==> config.mk <==
export PLATFORM = sky130hd
export DESIGN_NAME = lii_req_arbiter
export DESIGN_NICKNAME = d
export VERILOG_FILES = /design/src/rtl/lii_req_arbiter.sv
export SDC_FILE = /design/constraint.sdc
export NUM_CORES = 1
export LEC_CHECK = 0
export CELL_PAD_IN_SITES_DETAIL_PLACEMENT = 1
export CELL_PAD_IN_SITES_GLOBAL_PLACEMENT = 2
export CORE_AREA = 5 5 660 662
export DETAILED_ROUTE_END_ITERATION = 16
export DIE_AREA = 0 0 665 667
export GPL_TIMING_DRIVEN = 0
export HOLD_SLACK_MARGIN = 0.15
export PLACE_DENSITY_LB_ADDON = 0.1
export SLEW_MARGIN = 20
export SYNTH_ARGS = -nofsm -noshare
export SYNTH_HDL_FRONTEND = slang
export SYNTH_SLANG_ARGS = --single-unit
==> constraint.sdc <==
create_clock -name clk -period 2.2 [get_ports clk]
set_input_delay 0.22 -clock clk [delete_from_list [all_inputs] [get_ports clk]]
set_output_delay 0.22 -clock clk [all_outputs]
set_load 0.02 [all_outputs]
==> src/rtl/lii_req_arbiter.sv <==
// ---------------------------------------------------------------------------
// lii_req_arbiter
//
// Merges N_REQ requester flit streams onto one LII request stream. Packets
// are arbitrated round-robin and are never interleaved. A packet owns the
// output from its first flit until its tlast flit has been accepted into the
// output register.
//
// State table
//   state | meaning
//   ARB   | no owner; grant=0, all s_tready=0; pick a winner among valid reqs
//   OWN   | one requester owns the stream until its tlast beat is accepted
//
// Ports
//   clk, rstn          clock, asynchronous active-low reset
//   s_tdata/tkeep/tstrb/tlast/src/dst/tvalid
//                      per-requester flit inputs, requester i in slice i
//   s_tready           per-requester ready; only the owner can be ready
//   m_tdata/tkeep/tstrb/tlast/src/dst/tvalid
//                      merged output stream, fully registered
//   m_tready           downstream ready
//   grant              one-hot current owner, zero when unowned
//   pkt_cnt            packets accepted downstream (tlast beats), wraps
// ---------------------------------------------------------------------------
module lii_req_arbiter #(
  parameter int N_REQ  = 4,
  parameter int LII_DW = 256
) (
  input  logic                      clk,
  input  logic                      rstn,

  input  logic [N_REQ*LII_DW-1:0]   s_tdata,
  input  logic [N_REQ*LII_DW/8-1:0] s_tkeep,
  input  logic [N_REQ*LII_DW/8-1:0] s_tstrb,
  input  logic [N_REQ-1:0]          s_tlast,
  input  logic [N_REQ*8-1:0]        s_src,
  input  logic [N_REQ*8-1:0]        s_dst,
  input  logic [N_REQ-1:0]          s_tvalid,
  output logic [N_REQ-1:0]          s_tready,

  output logic [LII_DW-1:0]         m_tdata,
  output logic [LII_DW/8-1:0]       m_tkeep,
  output logic [LII_DW/8-1:0]       m_tstrb,
  output logic                      m_tlast,
  output logic [7:0]                m_src,
  output logic [7:0]                m_dst,
  output logic                      m_tvalid,
  input  logic                      m_tready,

  output logic [N_REQ-1:0]          grant,
  output logic [15:0]               pkt_cnt
);

  localparam int KW = LII_DW / 8;
  localparam int IW = (N_REQ > 1) ? $clog2(N_REQ) : 1;
  localparam logic [N_REQ-1:0] GRANT_LSB = N_REQ'(1);

  typedef enum logic {
    ARB = 1'b0,
    OWN = 1'b1
  } state_t;

  state_t        state;
  logic [IW-1:0] owner;
  logic [IW-1:0] rr_ptr;
  logic [IW-1:0] next_ptr;

  logic          out_free;
  logic          src_xfer;

  logic [LII_DW-1:0] sel_data;
  logic [KW-1:0]     sel_keep;
  logic [KW-1:0]     sel_strb;
  logic              sel_last;
  logic [7:0]        sel_src;
  logic [7:0]        sel_dst;

  logic          win_found;
  logic [IW-1:0] win_idx;
  logic [IW:0]   cand;

  // The output register can take a new beat when it is empty or being
  // drained this cycle.
  assign out_free = !m_tvalid || m_tready;

  always_comb begin
    s_tready = '0;
    if (state == OWN) begin
      s_tready = grant & {N_REQ{out_free}};
    end
  end

  // s_tready is only ever set for the owner, so any handshake is the owner's.
  assign src_xfer = |(s_tvalid & s_tready);

  assign sel_data = s_tdata[owner*LII_DW +: LII_DW];
  assign sel_keep = s_tkeep[owner*KW +: KW];
  assign sel_strb = s_tstrb[owner*KW +: KW];
  assign sel_last = s_tlast[owner];
  assign sel_src  = s_src[owner*8 +: 8];
  assign sel_dst  = s_dst[owner*8 +: 8];

  // Round-robin search: first valid requester at or above rr_ptr, wrapping.
  // cand is one bit wider than an index so rr_ptr + k never overflows
  // before the wrap correction.
  always_comb begin
    win_found = 1'b0;
    win_idx   = '0;
    cand      = '0;
    for (int k = 0; k < N_REQ; k++) begin
      cand = {1'b0, rr_ptr} + (IW+1)'(k);
      if (cand >= (IW+1)'(N_REQ)) begin
        cand = cand - (IW+1)'(N_REQ);
      end
      if (!win_found && s_tvalid[cand[IW-1:0]]) begin
        win_found = 1'b1;
        win_idx   = cand[IW-1:0];
      end
    end
  end

  always_comb begin
    if (owner == IW'(N_REQ - 1)) begin
      next_ptr = '0;
    end else begin
      next_ptr = owner + IW'(1);
    end
  end

  // Arbitration / ownership FSM
  always_ff @(posedge clk or negedge rstn) begin
    if (!rstn) begin
      state  <= ARB;
      owner  <= '0;
      rr_ptr <= '0;
      grant  <= '0;
    end else begin
      case (state)
        ARB: begin
          if (win_found) begin
            grant <= GRANT_LSB << win_idx;
            owner <= win_idx;
            state <= OWN;
          end
        end
        OWN: begin
          // Release on the edge the tlast beat enters the output register;
          // the next owner search starts just above the finished owner.
          if (src_xfer && sel_last) begin
            grant  <= '0;
            rr_ptr <= next_ptr;
            state  <= ARB;
          end
        end
        default: begin
          grant <= '0;
          state <= ARB;
        end
      endcase
    end
  end

  // Output register: loads on a source handshake, otherwise holds its
  // fields and only drops valid once the downstream has taken the beat.
  always_ff @(posedge clk or negedge rstn) begin
    if (!rstn) begin
      m_tdata  <= '0;
      m_tkeep  <= '0;
      m_tstrb  <= '0;
      m_tlast  <= 1'b0;
      m_src    <= '0;
      m_dst    <= '0;
      m_tvalid <= 1'b0;
    end else begin
      if (src_xfer) begin
        m_tdata  <= sel_data;
        m_tkeep  <= sel_keep;
        m_tstrb  <= sel_strb;
        m_tlast  <= sel_last;
        m_src    <= sel_src;
        m_dst    <= sel_dst;
        m_tvalid <= 1'b1;
      end else if (m_tvalid && m_tready) begin
        m_tvalid <= 1'b0;
      end
    end
  end

  always_ff @(posedge clk or negedge rstn) begin
    if (!rstn) begin
      pkt_cnt <= '0;
    end else if (m_tvalid && m_tready && m_tlast) begin
      pkt_cnt <= pkt_cnt + 16'd1;
    end
  end

endmodule

==> flow_summary_export.csv <==
group,metric,value,unit
logic_synthesis,synth_area_per_cell,17.7,um^2
final_layout,layoutNonFillerInstCount,8973,
grt,grt_max_degree,69,
die,die_width,665,um
timing,worst_pin_slew,572,ps
final_layout,layout-drive-gt1-share,31.9,%
placed_design,place.gp.congestion,0.780,
power,power_density,1310,mW/mm^2
grt,antenna_found_initial,282,
grt,grt_pass1_wl,332000,um
placed_design,place_area,0.0465,mm^2
routing,vias,22439,
logic_synthesis,synth_edf_count,0,
power,peakVddDrop,0.000403,V
routing,viasPerCell,2.50,
logic_synthesis,netlist_area,0.0219,mm^2
logic_synthesis,synth_largest_area_cell,"dfrtp_1",
final_layout,multiInputGateArea,0.0125,mm^2
routing,dr_wl_met2,150000,um
timing,fin_crit_sh,104,%
die,num_rows,241,
run_status,violations,"negative setup slack",
final_layout,design_area,0.0527,mm^2
final_layout,fin_nets,4537,
final_layout,seq_area,0.00909,mm^2
grt,first_global_vias,24847,
logic_synthesis,ys.flop_type,"dfrtp_1",
timing,layout_min_cycle_time,2280,ps
timing,rsz0062_at_grt,"true",
logic_synthesis,synth_simple_gate_area_share,1.15,%
logic_synthesis,synth_most_common_cell,"dfrtp_1",
setup_path,cp_max_fo,7,
setup_path,arrival,2910,ps
setup_path,worstSetupPathType,"register to register",
clock_tree,max-clock-path-buffers,4,
clock_tree,cts_tree,"built",
logic_synthesis,synth_seq_cells,363,
die,die_y,667,um
timing,drv_slew,0,
min_path,hp-class,"input port to register",
die,die-area,0.444,mm^2
timing,hold_violations,0,
setup_path,crit_path_end_kind,"register",
setup_path,critPathRequiredTime,2830,ps
timing,post-route-worst-setup-slack,-80.0,ps
power,p_leak,18.9,nW
clock_tree,cts.sinks,363,
logic_synthesis,yosysWarnings,0,
logic_synthesis,synthAdderAreaFrac,0.114,%
routing,drcViolationCount,0,
routing,drt_iter0_drc,784,
clock_tree,cts_buffers,72,
routing,post_drt_wl_per_cell,30.9,um
routing,highest_layer,"met5",
routing,dr.pass1.iters,5,
run_status,status,"finished, violations left",
clock_tree,path_clk_slew,50,ps
grt,track_usage,11.8,%
routing,wirelength,277000,um
placed_design,dp_hpwl,236000,um
clock_tree,cts_root_buffer,"clkbuf_16",
clock_tree,worstSkewPairLatency,790,ps
timing,finalSetupViolations,84,
logic_synthesis,ys_seq_area_share,41.5,%
logic_synthesis,syn-num-nets,2597,
routing,wl_met1,98000,um
placed_design,dp.cells,8674,
final_layout,final_core_util,12.3,%
logic_synthesis,synth_area_leaders,"dfrtp_1 (41%), mux4_2 (35%), mux2_2 (17%)",
clock_tree,h-tree-depth,3,
logic_synthesis,synth_common_cells,"dfrtp_1 (363), mux2_2 (339), mux4_2 (337)",
timing,clock.fmax,0.439,GHz
grt,overflow,0,
setup_path,regToRegSetupSlack,-80,ps
logic_synthesis,async_flop_share,100,%
logic_synthesis,synthXorXnorAreaFrac,0.600,%
logic_synthesis,synth_top_family_by_area,"multiplexers",
timing,skew,81.3,ps
logic_synthesis,synthDistinctLibCells,35,
placed_design,pre_cts_ws,-1350,ps
routing,ant_nets,0,
die,core_area,0.429,mm^2
die,io_pins,1717,
timing,relSlewSlack,62.0,%
flow_run,drv_cap,0,
placed_design,port-buffer-count,1716,
logic_synthesis,synth-compound-area-share,0.571,%
die,start_util,5.10,%
logic_synthesis,synth_mux_area_share,52.1,%
routing,wl_met3,24400,um
logic_synthesis,netlist_instances,1240,
final_layout,nFillCells,49062,
setup_path,start_kind,"register",
logic_synthesis,synth_top_area_share,41.5,%
final_layout,area_delta_synth_final,141,%
-- sequential cells by signal, indices dropped and copies added (netlist names), 2 cells and up --
name / flops
m_dst: 8
m_tkeep: 32
m_tdata: 256
rr_ptr: 2
m_src: 8
m_tstrb: 32
grant: 4
owner: 2
pkt_cnt: 16
-- through the flow --
step | total power, mW | hold slack, ps | setup TNS, ps
after floorplan | 30.3 | -75.6 | 0
after global placement | 51.5 | 470 | -8603410
after detailed placement | 51.5 | 247 | -345440
after CTS | 69.7 | 150 | -24630
after global routing | 73.1 | 198 | -22360
final | 68.9 | 277 | -1750
-- layout by cell type (no fill, tap or decap), types with 4 or more instances in the layout --
master,count
a21oi_1,4
and3_1,7
buf_12,77
buf_16,55
buf_2,7
buf_4,32
buf_6,19
buf_8,12
clkbuf_1,20
clkbuf_16,91
clkbuf_2,11
clkbuf_4,4
clkbuf_8,21
clkdlybuf4s50_1,1618
clkinv_2,9
dfrtp_1,360
diode_2,38
dlygate4sd2_1,89
dlygate4sd3_1,28
mux2_2,198
mux2_4,141
mux4_2,337
nand2_1,11
nand3_1,7
nand4_1,4
nor2_1,5
xnor2_1,11
xor2_1,4
-- area by class of cell --
cell class	instances	area share [%]
timing repair buffer	1873	37.8
multi-input combinational	758	23.7
sequential	363	17.2
tap	5710	13.5
clock buffer	104	3.91
buffer	109	3.32
clock inverter	15	0.294
antenna	38	0.180
inverter	3	0.0214
-- power breakdown --
| group | total, mW | internal, mW | leakage (nW) | switching [mW] |
|---|---|---|---|---|
| Combinational | 45.5 | 23.8 | 13.5 | 21.7 |
| Sequential | 12.2 | 10.2 | 4.30 | 2.03 |
| Clock | 11.2 | 6.60 | 1.09 | 4.64 |
| Total | 68.9 | 40.6 | 18.9 | 28.3 |
-- logic make-up (layout without fill, tap and decap cells) --
logic type               after synthesis  after routing
AO/OA/AOI/OAI                         17             17
XOR/XNOR                              15             15
adder cells (fa/ha/maj)                2              2
buffers and inverters                119           2104
flip-flops                           363            363
multiplexers                         677            677
other                                  0             38
AND/OR/NAND/NOR                       47             47
-- metal layers --
| metal | vias up | track usage [%] |
|---|---|---|
| met5 | - | 0 |
| met4 | 118 | 1.41 |
| met3 | 475 | 4.94 |
| met2 | 1306 | 22.8 |
| met1 | 11409 | 12.1 |
| li1 | 9131 | - |
-- path summary, 6_finish.rpt --
| check | cells past startpoint | end | start |
|---|---|---|---|
| max | 5 | m_tkeep[11]$_DFFE_PN0P_ | owner[0]$_DFFE_PN0P_ |
| min | 3 | m_dst[7]$_DFFE_PN0P_ | s_dst[15] |
| max reg2reg | 5 | m_tkeep[11]$_DFFE_PN0P_ | owner[0]$_DFFE_PN0P_ |
| min reg2reg | 1 | pkt_cnt[15]$_DFFE_PN0P_ | pkt_cnt[15]$_DFFE_PN0P_ |
| max in group asynchronous | 6 | m_tdata[0]$_DFFE_PN0P_ | rstn |
| min in group asynchronous | 4 | pkt_cnt[8]$_DFFE_PN0P_ | rstn |
-- critical path, cell delays in order, from the launching register on --
cell	delay (ps)
dfrtp_1	390
buf_12	180
buf_16	190
buf_16	180
mux4_2	700
mux2_4	320
-- timing repair --
item / CTS / global route
pin swaps: 1 / 1
cloned: 30 / 19
resized for setup: 462 / 147
buffers inserted: 63 / 20
hold buffers: 29 / 0
endpoints found under the setup margin: 441 / 284
hold endpoints to repair: 193 / 0
No activity file was read; power rests on OpenSTA's default activity.
==> edit, RTL diff (config.mk and constraints unchanged) <==
`N_REQ`: 4 -> 2.
--- a/src/rtl/lii_req_arbiter.sv
+++ b/src/rtl/lii_req_arbiter.sv
@@ -23,7 +23,7 @@
 //   pkt_cnt            packets accepted downstream (tlast beats), wraps
 // ---------------------------------------------------------------------------
 module lii_req_arbiter #(
-  parameter int N_REQ  = 4,
+  parameter int N_REQ  = 2,
   parameter int LII_DW = 256
 ) (
   input  logic                      clk,
Ports: changed (9 resized); port bits go from 1717 to 1037. No check against the original RTL was run, so the function may have changed too.
==> edit against the original RTL <==
  * Sequential cell count down 4
  * First-iteration DRC count shrank 36%
  * Non-clock buffer count is 238 lower
  * Clock skew is 0.055 ns lower
  * Synthesized cell count grew 24%
  * Sequential power decreased by 7%
  * Total power is 26% lower
  * Design area down 19%
  * Via count is 16% lower
  * Critical endpoint is now m_tdata[237]
  * Routed wire length is 39% lower
  * Synthesized area decreased by 25%
  * Global-route usage shrank 4.5 points
  * Setup slack better by 0.21 ns
==> edit: results <==
set metrics [dict create \
    via_per_inst 2.09 \
    reg2reg_to "m_tdata[102]" \
    yosys-top-cells-area "dfrtp_1 55%, mux2i_1 21%, nand2_1 7.9%, o21ai_0 7.2%, o21ai_1 3.1%" \
    cts-root-buf "clkbuf_16" \
    antenna_found_initial 103 \
    vdd_ir_drop_max_mv 0.459 \
    dpl-instance-area_um2 34100 \
    place.gp.congestion 0.685 \
    cp.arrival_ns 1.85 \
    cts_hold_buf 573 \
    dp_hpwl_um 136000 \
    rrSetupSlack_ns 0.16 \
    max_stage_delay_ns 0.77 \
    cts_setup_buffers 12 \
    status "complete, no violations" \
    grt_use_met3_pct 2.47 \
    cts_max_level 3 \
    leakage_nw 16.4 \
    synth_top_cells_by_count "359 x dfrtp_1, 346 x nand2_1, 336 x mux2i_1" \
    rr_startpoint "grant[0]" \
    routed.top_layer "met5" \
    grt_max_degree 66 \
    worstSetupEndpoint "m_tdata[237]" \
    wl_met1_um 62400 \
    cts_made_buffers 72 \
    cp-startpoint "m_tdata[237]" \
    drt_iter0_drc 504 \
    tightest_slew_ns 0.593 \
    wirelength_um 168000 \
    synth_fp_nets 2222 \
    yosysWarnings 0 \
    drt_first_pass_iters 4 \
    critPathTopFamily "buffers and inverters" \
    ys_types 28 \
    grt_pass1_vias 21700 \
    critical_path.max_fanout 2 \
    fill_cells 50100 \
    clk_path_buf_depth 4 \
    reg2regPathDepth 10 \
    reg_top3 "m_tdata (256), m_tkeep (32), m_tstrb (32)" \
    wl_met3_um 11700 \
    holdCritPathClass "input port to flop" \
    wl_met2_um 89000 \
    postCtsResizedCells 181 \
    grt_pass1_wl_um 217000 \
    dp_slack_ns -1.37 \
    numPortBuffers 1036 \
    clkLatencyLatePin_ns 0.75 \
    grt_util_met1_pct 7.63 \
    internal_power_w 0.0279 \
    ys_seq_area_share_pct 54.8 \
    drive_gt1_share_pct 7.58 \
    grtUsageTotal_pct 7.31 \
    slowest_stage "clkdlybuf4s50_1" \
    finClkSkew_ns 0.0261 \
    clk_pin_slew_ns 0.06 \
    async_flop_share_pct 100 \
    globalRouteMet2Util_pct 13.9 \
    final_nets 3927 \
]
edit: cells by family after synthesis:
family	synth area share, %
xor+xnor	0.802
compound gates	10.6
flops	54.8
fa+ha+maj	0.0763
buf+inv	4.18
simple gates	8.92
mux	20.7
edit: worst min-delay path by stage:
stage | from | to | slack [ns] | cells after the start
after detailed placement | rstn | pkt_cnt[1] | 0.07 | 1
after floorplan | rstn | grant[0] | -0.08 | 0
after global routing | s_tstrb[3] | m_tstrb[3] | 0.17 | 3
after global placement | m_tdata[186] | m_tdata[186] | 0.47 | 2
final | s_tkeep[9] | m_tkeep[9] | 0.23 | 3
after CTS | s_dst[14] | m_dst[6] | 0.15 | 3
edit: layout make-up:
cell class | instances | area [um2] | share of cell area (%)
clock buffers | 105 | 2080 | 4.86
multi-input cells | 1069 | 6780 | 15.9
flip-flops and latches | 359 | 8990 | 21.0
clock inverters | 9 | 164 | 0.384
inverters | 1 | 3.75 | 0.00879
diodes | 37 | 92.6 | 0.217
plain buffers | 113 | 955 | 2.24
well taps | 5710 | 7140 | 16.7
repair buffers | 1631 | 16500 | 38.6
edit: power by group through the flow:
stage / logic [W] / clock network (W) / registers [W]
after detailed placement: 0.0282 / 0 / 0.0115
after floorplan: 0.00782 / 0 / 0.0149
after global routing: 0.0308 / 0.0124 / 0.0118
after CTS: 0.0301 / 0.0123 / 0.0115
final: 0.0280 / 0.0113 / 0.0114
after global placement: 0.0282 / 0 / 0.0115
edit: per-stage QoR:
step / std cells / hold slack (ns)
after floorplan: 1542 / -0.0756
after global placement: 8288 / 0.465
after detailed placement: 8296 / 0.0652
after CTS: 8998 / 0.150
after global routing: 9013 / 0.174
final: 9034 / 0.229
